<file path="config.mk">
export PLATFORM = sky130hd
export DESIGN_NAME = bcd_updown_counter
export DESIGN_NICKNAME = d
export VERILOG_FILES = /design/src/rtl/bcd_updown_counter.sv
export SDC_FILE = /design/constraint.sdc
export NUM_CORES = 1
export LEC_CHECK = 0
export BUFFER_PORTS_ARGS = -buffer_cell sky130_fd_sc_hd__buf_2
export CORE_MARGIN = 10
export CORE_UTILIZATION = 45
export DETAILED_ROUTE_END_ITERATION = 8
export PLACE_DENSITY = 0.66
export SKIP_LAST_GASP = 1
export SYNTH_ARGS = -nofsm -noshare
export SYNTH_HDL_FRONTEND = slang
export SYNTH_SLANG_ARGS = --single-unit
export TNS_END_PERCENT = 100
</file>
<file path="constraint.sdc">
create_clock -name clk_i -period 2.5 [get_ports clk_i]
set_clock_uncertainty 0.05 [all_clocks]
set_input_delay 0.625 -clock clk_i [delete_from_list [all_inputs] [get_ports clk_i]]
set_output_delay 0.625 -clock clk_i [all_outputs]
set_load 0.01 [all_outputs]
</file>
<file path="src/rtl/bcd_updown_counter.sv">
// N-digit BCD up/down counter with debounced inc/dec/clear keys, parallel load,
// wrap/saturate limits, over/underflow pulses and packed 8-digit display codes.

module bcd_debounce #(
  parameter int DEB_DELAY = 1000000
) (
  input  logic clk_i,
  input  logic rstn_i,
  input  logic key_i,
  output logic press_o
);
  localparam int CW = (DEB_DELAY > 1) ? $clog2(DEB_DELAY) : 1;

  logic [1:0]    sync;
  logic [CW-1:0] cnt;
  logic          stable, stable_q;

  // press_o compares stable against its own delayed copy, so it rises one
  // cycle after stable does and lasts exactly one cycle
  always_ff @(posedge clk_i or negedge rstn_i) begin
    if (!rstn_i) begin
      sync     <= '0;
      cnt      <= '0;
      stable   <= 1'b0;
      stable_q <= 1'b0;
      press_o  <= 1'b0;
    end else begin
      sync     <= {sync[0], key_i};
      stable_q <= stable;
      press_o  <= stable & ~stable_q;
      if (sync[1] == stable) begin
        cnt <= '0;
      end else if (cnt == CW'(DEB_DELAY - 1)) begin
        stable <= sync[1];
        cnt    <= '0;
      end else begin
        cnt <= cnt + 1'b1;
      end
    end
  end
endmodule

module bcd_updown_counter #(
  parameter int NUM_DIGITS = 4,
  parameter int DEB_DELAY  = 1000000,
  parameter int WRAP       = 1,
  parameter int BLANK_LZ   = 1
) (
  input  logic                    clk_i,
  input  logic                    rstn_i,
  input  logic                    inc_key_i,
  input  logic                    dec_key_i,
  input  logic                    clr_key_i,
  input  logic                    load_i,
  input  logic [4*NUM_DIGITS-1:0] load_val_i,
  output logic [4*NUM_DIGITS-1:0] count_o,
  output logic                    ovf_o,
  output logic                    unf_o,
  output logic [47:0]             dspl_o
);
  logic [2:0] key_raw, press;
  logic       inc_ev, dec_ev, clr_ev;

  logic [NUM_DIGITS-1:0][3:0] cnt_q, inc_val, dec_val, ld_val;
  logic all9, all0;

  assign key_raw = {clr_key_i, dec_key_i, inc_key_i};

  bcd_debounce #(.DEB_DELAY(DEB_DELAY)) u_deb [2:0] (
    .clk_i   (clk_i),
    .rstn_i  (rstn_i),
    .key_i   (key_raw),
    .press_o (press)
  );

  assign inc_ev = press[0];
  assign dec_ev = press[1];
  assign clr_ev = press[2];

  // ripple carry/borrow across all digits in a single cycle
  always_comb begin
    logic cy, bw;
    cy   = 1'b1;
    bw   = 1'b1;
    all9 = 1'b1;
    all0 = 1'b1;
    for (int i = 0; i < NUM_DIGITS; i++) begin
      inc_val[i] = cnt_q[i];
      dec_val[i] = cnt_q[i];
      if (cy) begin
        if (cnt_q[i] == 4'd9) inc_val[i] = 4'd0;
        else begin
          inc_val[i] = cnt_q[i] + 4'd1;
          cy         = 1'b0;
        end
      end
      if (bw) begin
        if (cnt_q[i] == 4'd0) dec_val[i] = 4'd9;
        else begin
          dec_val[i] = cnt_q[i] - 4'd1;
          bw         = 1'b0;
        end
      end
      if (cnt_q[i] != 4'd9) all9 = 1'b0;
      if (cnt_q[i] != 4'd0) all0 = 1'b0;
    end
  end

  for (genvar i = 0; i < NUM_DIGITS; i++) begin : g_clamp
    assign ld_val[i] = (load_val_i[4*i+3:4*i] > 4'd9) ? 4'd9 : load_val_i[4*i+3:4*i];
  end

  always_ff @(posedge clk_i or negedge rstn_i) begin
    if (!rstn_i) begin
      cnt_q <= '0;
      ovf_o <= 1'b0;
      unf_o <= 1'b0;
    end else begin
      ovf_o <= 1'b0;
      unf_o <= 1'b0;
      if (clr_ev) begin
        cnt_q <= '0;
      end else if (load_i) begin
        cnt_q <= ld_val;
      end else if (inc_ev && dec_ev) begin
        cnt_q <= cnt_q;
      end else if (inc_ev) begin
        ovf_o <= all9;
        if (!all9 || WRAP != 0) cnt_q <= inc_val;
      end else if (dec_ev) begin
        unf_o <= all0;
        if (!all0 || WRAP != 0) cnt_q <= dec_val;
      end
    end
  end

  assign count_o = cnt_q;

  // digit k is lit when it is the LSD, blanking is off, or any digit at/above k is nonzero
  for (genvar k = 0; k < 8; k++) begin : g_dspl
    if (k < NUM_DIGITS) begin : g_on
      logic en;
      assign en = (k == 0) || (BLANK_LZ == 0) || (|count_o[4*NUM_DIGITS-1:4*k]);
      assign dspl_o[6*k+5:6*k] = {en, cnt_q[k], 1'b1};
    end else begin : g_off
      assign dspl_o[6*k+5:6*k] = 6'b000000;
    end
  end
endmodule

</file>
==> impl_metrics.tcl, run 1 <==
set metrics [dict create \
    status "complete, no violations" \
    worst_setup_sp "count_o[5]" \
    total_grt_overflow 0 \
    ys_seq_area_share_pct 41.67 \
    grt_pass1_vias 4238 \
    synthDistinctLibCells 65 \
    drt_pre_antenna_iters 4 \
    critical_setup_path_class "flop to primary output" \
    period_minus_slack_ps 2374 \
    place_congestion 0.9304 \
    worst_setup_path_end_kind "primary output" \
    synth_area_per_cell_sq_um 9.247 \
    fin_tns_setup_ps 0 \
    clk_transition_reported_paths_ps 60 \
    synthCells 604 \
    drive_gt1_share_pct 17.51 \
    cts-root-to-sink-buffers 2 \
    max_cap_viol_count 0 \
    synth_area_leaders "dfrtp_1, buf_4, xnor2_1" \
    drt_iter0_drc 273 \
    timing.final.max_slew_violations 0 \
    static-leakage-power_uw 0.002755 \
    synth_area_leader_cell "dfrtp_1" \
    synthDominantCellAreaShare_pct 41.67 \
    floorplan.io_pins 88 \
    grt_first_pass_wirelength_um 20360 \
    routedWlPerCell_um 14.57 \
    postSynth.asyncResetShare_pct 100.0 \
    report.final.hold_viol_count 0 \
    detail_route.wirelength_um 11940 \
    route.detailed.vias_per_inst 5.143 \
    grt_antenna_before_repair 0 \
    crit_path_start_kind "flop" \
    cts-root-buf "clkbuf_16" \
    post-cts-setup-buffers 0 \
    area.growth.synth_to_final_pct 11.07 \
    drc_errors 0 \
    clkLatencyLatePin_ps 350 \
    chipHeight_um 131.4 \
    crit_path_max_fanout 7 \
    ys.flop_type "dfrtp_1" \
    total_power_uw 4247 \
    numCtsBuffers 9 \
    vdd_ir_drop_max_uv 496.7 \
    pwr_density_cell_nw_per_um2 684.5 \
    clock-sinks 93 \
    r2r-start "count_o[5]" \
    grt_start_max_net_pins 39 \
    tightest_slew_ps 514.0 \
    die-width_um 131.4 \
    cts_max_level 3 \
    report.final.setup_viol 0 \
    layout.nets 684 \
    grt.total_usage_pct 13.75 \
    tritoncts "built" \
    fp.dieArea_sq_um 17270 \
    fill_cells 1107 \
    timing.fmax_ghz 0.4212 \
    crit_arrival_ps 1700 \
    antennaDiodeCount 0 \
    postLayoutCoreUtil_pct 51.43 \
    rsz0062_at_grt "false" \
    worst-endpoint-required_ps 1820 \
    synth-warning-count 0 \
    num_vias 4212 \
    synth_enable_flop_cells 0 \
    antenna_left 0 \
    number_of_standard_cell_rows_in_the_floorplan 40 \
    ys_ff_latch 93 \
    core_area_sq_um 12060 \
    post-place-cells 804 \
    final_cells 819 \
    hold_path_class "primary input to asynchronous set/reset pin" \
    synth_area_sq_um 5585 \
    buffer_ports.inserted 58 \
    dp_hpwl_um 8830 \
    worst_slew_margin_rel_pct 65.64 \
    initial_core_util_pct 46.31 \
    fin_crit_sh_pct 94.96 \
]
[cells in the final DEF (no fill, tap or decap), types with 16 or more instances in the layout]
cell type	n
dfrtp_1	93
o21ai_0	18
xnor2_1	37
nand3_1	29
inv_1	21
nand2_1	40
nor2_1	85
buf_2	57
xor2_1	23
conb_1	29
buf_4	16
a21oi_1	18
[sequential cells by signal (all words and copies together) (netlist names)]
signal          flops
u_deb.cnt          60
count_o            16
u_deb.sync          6
u_deb.press_o       3
u_deb.stable        3
u_deb.stable_q      3
ovf_o               1
unf_o               1
[cell type report]
cell class	instances	area [sq um]	area share, %
inverter	22	82.58	1.331
clock buffer	9	225.2	3.630
tap	168	210.2	3.388
timing repair buffer	75	445.4	7.180
clock inverter	6	111.4	1.795
multi-input combinational	446	2801	45.16
sequential	93	2327	37.52
[Yosys cell counts (all sizes together), types with 2 or more instances]
cell type	instances
dfrtp	93
nor2	86
buf	61
nand2	41
xnor2	37
nand3	30
xor2	23
inv	21
a21oi	19
o21ai	18
ha	15
and3	12
nor2b	11
nand2b	10
nor3	10
clkbuf	9
mux2	9
nand3b	9
nand4	9
nor4	9
a31oi	8
and2	6
nor3b	5
nor4b	4
a221oi	3
mux2i	3
o21ba	3
or3	3
or3b	3
or4	3
a211o	2
a211oi	2
a22o	2
a311o	2
a311oi	2
and3b	2
and4	2
conb	2
o211ai	2
o21bai	2
o31ai	2
[timing repair]
item / 4_1_cts / 5_1_grt
hold buffers: 0 / 0
setup endpoints to repair: 0 / 2
gates resized for setup: 0 / 2
[critical path: stages (launching register included)]
cell     delay, ps
dfrtp_1        450
inv_1          140
ha_1           240
nor3b_2        220
nand4_1        130
buf_2          170
[final timing paths]
path	endpoint	slack [ps]	cells after the start
min	u_deb[2].cnt[0]	190	1
max reg2reg	count_o[11]	170	6
min reg2reg	u_deb[1].sync[1]	300	0
max	dspl_o[11]	130	5
min in group clk_i	u_deb[1].sync[1]	300	0
max in group asynchronous	u_deb[1].cnt[9]	1640	2
[cells by family after synthesis]
| family | synth area share, % |
|---|---|
| buffers and inverters | 10.17 |
| muxes | 2.554 |
| xor gates and xnor gates | 9.409 |
| adders and majority gates | 3.360 |
| AOI/OAI and AO/OA | 8.804 |
| other | 0.1345 |
| DFF | 41.67 |
| and+or+nand+nor | 23.90 |
[per-stage QoR]
step	hold slack [ps]	instance area, sq um	setup slack (ps)
finish	187.8	6203	125.9
global route	214.3	6203	25.33
CTS	200.2	6193	62.80
detailed placement	284.7	5857	187.5
global placement	286.6	5857	291.7
floorplan	279.4	5687	308.6
[power by group]
part,leakage (uW),switching (uW),internal (uW)
clock,0.000162,580,973
sequential,0.00124,127,1580
combinational,0.00135,547,438
total,0.00276,1250,2990
[layer usage]
metal / share of wire [%] / up-vias / GRT usage (%) / routed length (um)
met5: 0 / - / 0 / 0
met4: 1.6 / 0 / 5.192 / 193
li1: - / 2058 / - / -
met2: 48 / 138 / 22.65 / 5778
met3: 6.9 / 18 / 4.230 / 826
met1: 43 / 1998 / 16.49 / 5138
No activity file was read; power rests on OpenSTA's default activity.
==> run 2: changes to the inputs <==
==> constraint.sdc (replaced) <==
create_clock -name clk_i -period 2.76 [get_ports clk_i]
set_clock_uncertainty 0.05 [all_clocks]
set_input_delay 0.69 -clock clk_i [delete_from_list [all_inputs] [get_ports clk_i]]
set_output_delay 0.69 -clock clk_i [all_outputs]
set_load 0.01 [all_outputs]
==> impl_metrics.tcl, run 2 (synthesis results as in run 1) <==
set metrics [dict create \
    dpl_worst_slack_ps 356.0 \
    critPathSlowestCell "dfrtp_1" \
    reg2reg_to "count_o[13]" \
    numCtsBuffers 9 \
    post-place-cells 791 \
    dp_hpwl_um 8516 \
    bufs_and_invs_on_worst_path 2 \
    total_power_uw 3765 \
    area.growth.synth_to_final_pct 8.871 \
    timing.fmax_ghz 0.3791 \
    static-leakage-power_uw 0.002687 \
    final_std_cell_area_no_fill_sq_um 6081 \
    most-common-layout-cells "dfrtp_1, nor2_1, buf_2" \
    status "complete, no violations" \
    vdd_ir_drop_max_uv 292.8 \
    path_cells "inv_1 -> ha_1 -> nor3b_1 -> nand4_1 -> buf_2" \
    largest_register "u_deb.cnt" \
    buffer_ports.inserted 58 \
    number_of_standard_cell_rows_in_the_floorplan 40 \
    tightest_slew_ps 573.6 \
    post_cts_hold_buffer_count 0 \
    crit_path_max_fanout 9 \
    clkLatencyLatePin_ps 340 \
    drc_errors 0 \
    critical_path_depth 5 \
    worst_slew_margin_rel_pct 61.76 \
    fill_cells 1130 \
    clk_transition_reported_paths_ps 60 \
    ctsResizeCount 0 \
    crit_arrival_ps 1900 \
    report.final.setup_viol 0 \
    grt_start_max_net_pins 52 \
    endpoint "dspl_o[11]" \
    worst-endpoint-required_ps 2020 \
    cts-root-to-sink-buffers 2 \
    worst_setup_path_end_kind "primary output" \
    floorplan.io_pins 88 \
    cts-root-buf "clkbuf_16" \
    post-cts-setup-buffers 0 \
    timing.final.max_slew_violations 0 \
    grt.total_usage_pct 13.48 \
    place_congestion 0.9082 \
    drive_gt1_share_pct 15.65 \
    fin_crit_sh_pct 95.58 \
    hold_path_class "primary input to asynchronous set/reset pin" \
    detail_route.wirelength_um 11670 \
    grt_first_pass_wirelength_um 20020 \
    die-width_um 131.4 \
    setup_ws_ps 121.9 \
    cp_slowest_stage_delay_ps 480 \
    num_vias 4183 \
    period_minus_slack_ps 2638 \
    total_grt_overflow 0 \
    max_cap_viol_count 0 \
    route.detailed.vias_per_inst 5.183 \
    cts_max_level 3 \
    rsz0062_at_grt "false" \
    drt_pre_antenna_iters 4 \
    grt_antenna_before_repair 0 \
    r2r_setup_slack_ps 370 \
    worst_setup_sp "count_o[8]" \
    initial_core_util_pct 46.31 \
    routedWlPerCell_um 14.46 \
    worst_path_dominant_cell_family "simple AND/OR/NAND/NOR gates" \
    r2r-start "count_o[8]" \
    crit_path_start_kind "flop" \
    final_cells 807 \
    pwr_density_cell_nw_per_um2 619.2 \
    layout.nets 671 \
    dpl-instance-area_sq_um 5747 \
    drt_iter0_drc 305 \
    grt_pass1_vias 4098 \
    critical_setup_path_class "flop to primary output" \
    core_area_sq_um 12060 \
    fp.dieArea_sq_um 17270 \
    antennaDiodeCount 0 \
    fin_tns_setup_ps 0 \
    tritoncts "built" \
    report.final.hold_viol_count 0 \
    chipHeight_um 131.4 \
    final_common_cell "dfrtp_1" \
    max_reg_flops 60 \
    antenna_left 0 \
    reg2reg_depth 7 \
    clock-sinks 93 \
]
## run 2: changes by cell type in the layout (fill, tap and decap cells not counted), sizes merged
cell	change
bufinv	-1
buf	-13
clkbuf	+2
## run 2: worst min path at each step
stage / startpoint / endpoint / slack, ps / depth (start not counted)
3_5_place_dp: u_deb[1].sync[0] / u_deb[1].sync[1] / 280 / 0
4_1_cts: u_deb[1].sync[0] / u_deb[1].sync[1] / 300 / 0
5_1_grt: u_deb[0].sync[0] / u_deb[0].sync[1] / 320 / 0
3_3_place_gp: u_deb[1].sync[0] / u_deb[1].sync[1] / 280 / 0
6_report: rstn_i / u_deb[2].cnt[3] / 300 / 1
2_1_floorplan: u_deb[0].sync[0] / u_deb[0].sync[1] / 280 / 0
## run 2: worst register-to-register path: cells and delay by family (launching register included)
kind / cells / cell delay [ps]
AOI/OAI and AO/OA: 2 / 400
adders and majority gates: 1 / 230
buffers and inverters: 1 / 110
DFF: 1 / 480
muxes: 1 / 330
and+or+nand+nor: 2 / 670
## run 2: cell type report
type                    count  area (sq um)  share of cell area (%)
clock buffers              11         252.7                   4.156
flip-flops and latches     93          2327                   38.27
well taps                 168         210.2                   3.457
clock inverters             5         81.33                   1.337
multi-input cells         446          2791                   45.91
repair buffers             62         335.3                   5.514
inverters                  22         82.58                   1.358
## run 2: power breakdown
| group | total [uW] | internal [uW] | switching (uW) | leakage [uW] |
|---|---|---|---|---|
| Sequential | 1600 | 1430 | 163 | 0.00124 |
| Combinational | 809 | 359 | 450 | 0.00128 |
| Clock | 1360 | 845 | 517 | 0.000162 |
| Total | 3770 | 2640 | 1130 | 0.00269 |
## run 2: layer usage
metal,global-route usage (%),share of wire (%),up-vias
li1,-,-,2035
met1,16.91,44,2029
met2,21.81,48,105
met3,3.277,5.6,14
met4,5.377,1.8,0
met5,0,0,-
## run 2: through the flow
step                      utilization (%)  hold slack [ps]
after global routing                50.41            322.1
after CTS                           50.41            299.4
after floorplan                         -            281.2
after global placement              47.65            283.6
final                               50.41            298.0
after detailed placement            47.65            284.7
==> run 3: changes to the inputs <==
--- a/config.mk
+++ b/config.mk
@@ -5,11 +5,11 @@
 export SDC_FILE = /design/constraint.sdc
 export NUM_CORES = 1
 export LEC_CHECK = 0
-export BUFFER_PORTS_ARGS = -buffer_cell sky130_fd_sc_hd__buf_2
 export CORE_MARGIN = 10
 export CORE_UTILIZATION = 45
 export DETAILED_ROUTE_END_ITERATION = 8
-export PLACE_DENSITY = 0.66
+export DONT_BUFFER_PORTS = 1
+export REMOVE_ABC_BUFFERS = 1
 export SKIP_LAST_GASP = 1
 export SYNTH_ARGS = -nofsm -noshare
 export SYNTH_HDL_FRONTEND = slang
==> impl_metrics.tcl, run 3 (synthesis results as in run 1) <==
set metrics [dict create \
    status "finished, violations left" \
    violations "hold timing" \
    drt_pre_antenna_iters 4 \
    worst-endpoint-required_ps 2020 \
    report.final.setup_viol 0 \
    fin_tns_setup_ps 0 \
    timing.final.max_slew_violations 0 \
    pwr_density_cell_nw_per_um2 620.5 \
    antennaDiodeCount 0 \
    clk_transition_reported_paths_ps 70 \
    route.detailed.vias_per_inst 5.159 \
    crit_path_start_kind "flop" \
    drc_errors 0 \
    timing.fmax_ghz 0.4136 \
    post-place-cells 740 \
    fp.dieArea_sq_um 17270 \
    report.final.hold_viol_count 17 \
    crit_path_max_fanout 5 \
    place_congestion 0.8302 \
    number_of_standard_cell_rows_in_the_floorplan 40 \
    vdd_ir_drop_max_uv 311.6 \
    final_common_cell "dfrtp_1" \
    max_reg_flops 60 \
    clkLatencyLatePin_ps 350 \
    cts-root-to-sink-buffers 2 \
    dp_hpwl_um 8125 \
    max_cap_viol_count 0 \
    tritoncts "built" \
    area.growth.synth_to_final_pct 4.189 \
    numCtsBuffers 9 \
    floorplan.io_pins 88 \
    drive_gt1_share_pct 8.333 \
    hold_path_class "primary input to asynchronous set/reset pin" \
    holdWs_ps -5.240 \
    crit_arrival_ps 1680 \
    chipHeight_um 131.4 \
    routedWlPerCell_um 15.33 \
    ctsResizeCount 0 \
    rsz0062_at_grt "false" \
    detail_route.wirelength_um 11590 \
    worst_setup_sp "count_o[9]" \
    grt_first_pass_wirelength_um 19750 \
    buffer_ports.inserted 0 \
    drt_iter0_drc 233 \
    cts-root-buf "clkbuf_16" \
    most-common-layout-cells "dfrtp_1, nor2_1, nand2_1" \
    reg2reg_depth 7 \
    endpoint "dspl_o[11]" \
    total_grt_overflow 0 \
    reg2reg_to "count_o[13]" \
    r2r_setup_slack_ps 510 \
    tightest_slew_ps 519.4 \
    static-leakage-power_uw 0.002471 \
    grt_antenna_before_repair 0 \
    layout.nets 620 \
    core_area_sq_um 12060 \
    worst_setup_path_end_kind "primary output" \
    die-width_um 131.4 \
    final_cells 756 \
    grt_start_max_net_pins 94 \
    grt.total_usage_pct 13.52 \
    largest_register "u_deb.cnt" \
    cts_max_level 3 \
    total_power_uw 3611 \
    critical_setup_path_class "flop to primary output" \
    worst_slew_margin_rel_pct 65.29 \
    initial_core_util_pct 46.31 \
    grt_pass1_vias 4036 \
    antenna_left 0 \
    post-cts-setup-buffers 0 \
    num_vias 3900 \
    fin_crit_sh_pct 87.60 \
    r2r-start "count_o[5]" \
    clock-sinks 93 \
    period_minus_slack_ps 2418 \
]
-- run 3: worst max-delay path, stage by stage, from the launching register on --
cell     delay (ps)
dfrtp_1         380
inv_1            90
ha_1            220
nor3b_1         380
nand4_1         270
-- run 3: cell type report --
class | count | area, sq um
well taps | 168 | 210.2
fillers | 1097 | 6242
clock inverters | 7 | 100.1
multi-input cells | 446 | 2791
flip-flops and latches | 93 | 2327
repair buffers | 11 | 82.58
clock buffers | 9 | 225.2
inverters | 22 | 82.58
-- run 3: worst min path at each step --
| stage | endpoint | cells past startpoint | start |
|---|---|---|---|
| after floorplan | u_deb[0].sync[1] | 0 | u_deb[0].sync[0] |
| after global placement | u_deb[1].sync[1] | 0 | u_deb[1].sync[0] |
| after detailed placement | u_deb[0].sync[1] | 0 | u_deb[0].sync[0] |
| after CTS | u_deb[1].cnt[3] | 0 | rstn_i |
| after global routing | u_deb[1].cnt[3] | 0 | rstn_i |
| final | u_deb[1].cnt[3] | 0 | rstn_i |
-- run 3: metal layers --
| metal | wire, um | part of all wire (%) | track usage [%] |
|---|---|---|---|
| met1 | 4993 | 43 | 15.46 |
| met2 | 5734 | 49 | 23.18 |
| met3 | 662 | 5.7 | 3.430 |
| met4 | 196 | 1.7 | 6.242 |
| met5 | 0 | 0 | 0 |
-- run 3: power breakdown --
| group | switching, uW | internal, uW | leakage (uW) |
|---|---|---|---|
| Clock | 552 | 797 | 0.000148 |
| Sequential | 163 | 1430 | 0.00124 |
| Combinational | 369 | 299 | 0.00108 |
-- run 3: stage by stage --
stage	area (sq um)	utilization (%)	setup WS [ps]
2_1_floorplan	5201	-	484.5
3_3_place_gp	5494	45.55	578.9
3_5_place_dp	5494	45.55	529.0
4_1_cts	5819	48.25	361.1
5_1_grt	5819	48.25	263.6
6_report	5819	48.25	342.2
